### config.mk
export PLATFORM = sky130hd
export DESIGN_NAME = bus_arbiter
export DESIGN_NICKNAME = d
export VERILOG_FILES = /design/src/rtl/bus_arbiter.sv
export SDC_FILE = /design/constraint.sdc
export NUM_CORES = 1
export LEC_CHECK = 0
export ABC_AREA = 0
export CORE_UTILIZATION = 30
export CTS_CLUSTER_DIAMETER = 200
export DETAILED_ROUTE_END_ITERATION = 6
export GPL_TIMING_DRIVEN = 0
export PLACE_DENSITY = 0.6
export SYNTH_ARGS = -nofsm -noshare
export SYNTH_HDL_FRONTEND = slang
export SYNTH_SLANG_ARGS = --single-unit
### constraint.sdc
create_clock -name clk -period 2.57 [get_ports clk]
set_input_delay 0.3855 -clock clk [delete_from_list [all_inputs] [get_ports clk]]
set_output_delay 0.3855 -clock clk [all_outputs]
set_load 0.05 [all_outputs]
### src/rtl/bus_arbiter.sv
// bus_arbiter: shares the MemoryUnit bus between two masters.
// Round-robin grant, one transaction in flight, watchdog abort.
module bus_arbiter #(
  parameter int TIMEOUT   = 1023,
  parameter int TIMEOUT_W = 10
) (
  input  logic        clk,
  input  logic        nreset,
  input  logic [26:0] m0_addr,
  input  logic [31:0] m0_data,
  input  logic        m0_we,
  input  logic        m0_start,
  output logic [31:0] m0_q,
  output logic        m0_done,
  input  logic [26:0] m1_addr,
  input  logic [31:0] m1_data,
  input  logic        m1_we,
  input  logic        m1_start,
  output logic [31:0] m1_q,
  output logic        m1_done,
  output logic [26:0] bus_addr,
  output logic [31:0] bus_data,
  output logic        bus_we,
  output logic        bus_start,
  input  logic [31:0] bus_q,
  input  logic        bus_done,
  output logic        grant,
  output logic        timeout_err
);

  typedef enum logic [1:0] {
    IDLE,
    ISSUE,
    WAIT
  } state_t;

  localparam logic [TIMEOUT_W:0] TO_LIM =
    TIMEOUT[TIMEOUT_W:0];

  state_t               state;
  logic [1:0]           pending;
  logic [26:0]          h_addr [2];
  logic [31:0]          h_data [2];
  logic [1:0]           h_we;
  logic                 last_grant;
  logic [TIMEOUT_W-1:0] wd;
  logic [TIMEOUT_W:0]   wd_nxt;
  logic                 sel;
  logic                 to_hit;

  assign sel    = (&pending) ? ~last_grant
                             : pending[1];
  assign wd_nxt = {1'b0, wd} + (TIMEOUT_W+1)'(1);
  assign to_hit = (TIMEOUT != 0) &&
                  (wd_nxt >= TO_LIM);

  always_ff @(posedge clk or negedge nreset) begin
    if (!nreset) begin
      state       <= IDLE;
      pending     <= '0;
      h_addr[0]   <= '0;
      h_addr[1]   <= '0;
      h_data[0]   <= '0;
      h_data[1]   <= '0;
      h_we        <= '0;
      last_grant  <= 1'b1;
      wd          <= '0;
      grant       <= 1'b0;
      bus_addr    <= '0;
      bus_data    <= '0;
      bus_we      <= 1'b0;
      bus_start   <= 1'b0;
      m0_q        <= '0;
      m1_q        <= '0;
      m0_done     <= 1'b0;
      m1_done     <= 1'b0;
      timeout_err <= 1'b0;
    end else begin
      bus_start   <= 1'b0;
      m0_done     <= 1'b0;
      m1_done     <= 1'b0;
      timeout_err <= 1'b0;

      unique case (state)
        IDLE: begin
          if (|pending) begin
            state        <= ISSUE;
            bus_addr     <= h_addr[sel];
            bus_data     <= h_data[sel];
            bus_we       <= h_we[sel];
            bus_start    <= 1'b1;
            grant        <= sel;
            last_grant   <= sel;
            pending[sel] <= 1'b0;
            wd           <= '0;
          end
        end
        ISSUE: begin
          // counting from the bus_start cycle puts the
          // abort pulse exactly TIMEOUT cycles after it
          state <= WAIT;
          wd    <= wd_nxt[TIMEOUT_W-1:0];
        end
        WAIT: begin
          wd <= wd_nxt[TIMEOUT_W-1:0];
          if (bus_done) begin
            state <= IDLE;
            if (grant) begin
              m1_q    <= bus_q;
              m1_done <= 1'b1;
            end else begin
              m0_q    <= bus_q;
              m0_done <= 1'b1;
            end
          end else if (to_hit) begin
            state       <= IDLE;
            timeout_err <= 1'b1;
            if (grant) begin
              m1_q    <= '0;
              m1_done <= 1'b1;
            end else begin
              m0_q    <= '0;
              m0_done <= 1'b1;
            end
          end
        end
        default: state <= IDLE;
      endcase

      // a master's pending bit is never cleared and set
      // in the same cycle: capture needs it already clear
      if (m0_start && !pending[0]) begin
        h_addr[0]  <= m0_addr;
        h_data[0]  <= m0_data;
        h_we[0]    <= m0_we;
        pending[0] <= 1'b1;
      end
      if (m1_start && !pending[1]) begin
        h_addr[1]  <= m1_addr;
        h_data[1]  <= m1_data;
        h_we[1]    <= m1_we;
        pending[1] <= 1'b1;
      end
    end
  end

endmodule

==> impl_metrics.env <==
export IMPL_synth_area_leaders="dfrtp_1 55%, mux2_2 11%, nand2_1 7.2%"
export IMPL_p_comb_frac=0.427
export IMPL_synth_top_area_share=0.552
export IMPL_clk_pin_slew_ps=50
export IMPL_ios=286
export IMPL_clkPwrFrac=0.241
export IMPL_drive_gt1_frac=0.163
export IMPL_ctsRootBufferMaster="clkbuf_16"
export IMPL_synthArstFlopShare=1.00
export IMPL_rrSetupSlack_ps=230
export IMPL_switching_power_uw=8050
export IMPL_die_h_um=201
export IMPL_grt_pass1_wl_mm=57.4
export IMPL_yosysSeqAreaShare=0.554
export IMPL_clock_sinks=264
export IMPL_wl_per_cell_um=18.2
export IMPL_ys_ff_latch=264
export IMPL_cts_max_path_buffers=3
export IMPL_vias=9867
export IMPL_fin_area_um2=16700
export IMPL_drcViolationCount=0
export IMPL_place_congestion=0.838
export IMPL_hold_path_class="in2async"
export IMPL_syn_avg_cell_area_um2=10.7
export IMPL_slowest_stage="buf_1"
export IMPL_endpoint_kind="register"
export IMPL_netlist_area_um2=11900
export IMPL_synth_largest_area_cell="dfrtp_1"
export IMPL_worst_pin_slew_ps=835
export IMPL_status="finished clean"
export IMPL_synth_distinct_cells=53
export IMPL_io_buffers=284
export IMPL_seqPwrFrac=0.332
export IMPL_rows=72
export IMPL_min_period_ps=2340
export IMPL_power_total_uw=20500
export IMPL_rsz0062_at_grt="no"
export IMPL_cpPeakStageDelay_ps=430
export IMPL_cap_violations=0
export IMPL_post_dp_hpwl_mm=25.9
export IMPL_critical_path_max_fanout=10
export IMPL_wirelength_mm=36.1
export IMPL_drt_pass1_iterations=5
export IMPL_power_density_nw_per_um2=1230
export IMPL_p_int_uw=12400
export IMPL_fmax_ghz=0.427
export IMPL_yosysWarnings=0
export IMPL_grtUsageTotal=0.178
export IMPL_numCtsBuffers=34
export IMPL_grt_pass1_vias=9980
export IMPL_ir_drop_mv=0.717
export IMPL_die_area_um2=40600
export IMPL_fp_coreArea_um2=38900
export IMPL_relSlewSlack=0.443
export IMPL_tritoncts="done"
export IMPL_crit_family="buffers and inverters"
export IMPL_post_cts_buffers=0
export IMPL_antenna_found_initial=6
export IMPL_synthFlopType="dfrtp_1"
export IMPL_hold_viol=0
export IMPL_worstPathArrival_ps=2780
export IMPL_grt_max_degree=114
export IMPL_syn_to_final_growth_pct=39.8
export IMPL_worstPathCellList="inv_1 > ha_1 > buf_4 > o21ai_1 > buf_2 > buf_1 > nand2_1 > o21ai_0"
export IMPL_clk_latency_ps=540
export IMPL_ant_nets=0
export IMPL_maxSlewViolCount=0
export IMPL_startpoint_type="register"
export IMPL_nets=1599
export IMPL_synth_edf_count=0
export IMPL_drtIter0Drc=585
export IMPL_crit_type="reg2reg"
export IMPL_crit_buf_inv=4
export IMPL_cts_max_level=2
export IMPL_start_util=0.307
export IMPL_die_x_um=201
export IMPL_via_per_inst=4.99
export IMPL_syn_inst=1114
export IMPL_grt_overflow_total=0
export IMPL_postLayoutCoreUtil=0.428
export IMPL_finClkSkew_ps=25.8
export IMPL_fin_crit_sh=0.911
export IMPL_setup_violations=0
export IMPL_power_switching_share=0.393
export IMPL_placed_area_um2=15500
export IMPL_cp_required_ps=3010
export IMPL_leakagePower_uw=0.00716
export IMPL_syn_nets=1276
-- placed cells by master (no fill, tap or decap), types with 3 or more instances in the layout --
cell,instances
dfrtp_1,263
bufinv_16,4
clkdlybuf4s50_1,283
clkbuf_2,6
nand2_1,230
clkinv_2,4
nand4_1,4
buf_1,4
nand2b_1,3
buf_8,6
buf_4,9
clkbuf_1,44
nor2b_1,3
clkbuf_8,7
buf_2,23
a21oi_1,5
mux2_2,120
o21ai_1,43
o21ai_0,161
mux2i_1,60
a21o_1,4
clkbuf_16,35
nor2_1,8
nor3b_1,3
buf_6,3
inv_1,6
a31oi_1,67
ha_1,5
-- timing repair --
action | CTS | global route
gates resized for setup | 0 | 8
endpoints found under the hold margin | 67 | 0
setup endpoints to repair | 0 | 25
hold buffers | 1 | 0
-- registers in the layout, indices dropped and copies added (netlist names), 10 cells and up --
register and count:
h_data 64, h_addr 54, bus_data 32, m0_q 32, m1_q 32, bus_addr 27, wd 10
-- power by group through the flow --
stage	sequential, uW	clock, uW	combinational [uW]
after floorplan	8630	0	4010
after global routing	7020	5210	9550
after global placement	6810	0	8720
after CTS	6800	5070	8880
final	6790	4940	8750
after detailed placement	6860	0	8870
-- cell usage after synthesis, types with 5 or more instances --
library cell and n:
dfrtp_1 263, nand2_1 230, o21ai_0 161, mux2_2 120, a31oi_1 67, mux2i_1 60, o21ai_1 43, clkbuf_1 42
buf_2 23, buf_4 9, nor2_1 8, buf_1 6, inv_1 6, a21oi_1 5, buf_8 5, ha_1 5
-- layout make-up --
class                      instances  area [um2]
fill                            3752       22200
sequential                       264        6610
multi-input combinational        755        4830
timing repair buffer             287        2910
clock buffer                      47         991
tap                              518         648
buffer                            89         483
clock inverter                    11         180
inverter                           6        22.5
antenna                            2        5.00
-- stage by stage --
step | std cells | setup TNS [ps] | hold WS (ps) | setup slack (ps)
floorplan | 1114 | 0 | 89.9 | 649
global placement | 1916 | -2879190 | 462 | -10960
detailed placement | 1918 | -703 | 380 | -76.0
CTS | 1977 | 0 | 427 | 64.1
global route | 1977 | 0 | 456 | 23.7
finish | 1979 | 0 | 401 | 230
-- cells by family after synthesis --
| group | count (synthesis) | share of synthesized area |
|---|---|---|
| AO/OA/AOI/OAI | 298 | 0.138 |
| AND/OR/NAND/NOR | 270 | 0.0952 |
| flip-flops | 264 | 0.554 |
| multiplexers | 181 | 0.165 |
| buffers and inverters | 95 | 0.0418 |
| adder cells (fa/ha/maj) | 5 | 0.00524 |
| XOR/XNOR | 1 | 0.000734 |
-- final timing paths --
kind / to / start / cells past startpoint
max: bus_addr[8] / state[0] / 8
min: m1_q[28] / nreset / 2
max reg2reg: bus_addr[8] / state[0] / 8
min reg2reg: bus_data[21] / bus_data[21] / 2
max in group asynchronous: h_data[1] / nreset / 3
min in group clk: pending[1] / m1_start / 3
-- routing by layer --
layer  global-route usage  wire length (um)  up-vias
li1                     -                 -     4566
met1                0.223             14800     4853
met2                0.289             16800      387
met3               0.0708              3860       51
met4               0.0392               580       10
met5                    0                69        -
No activity file was read; power rests on OpenSTA's default activity.
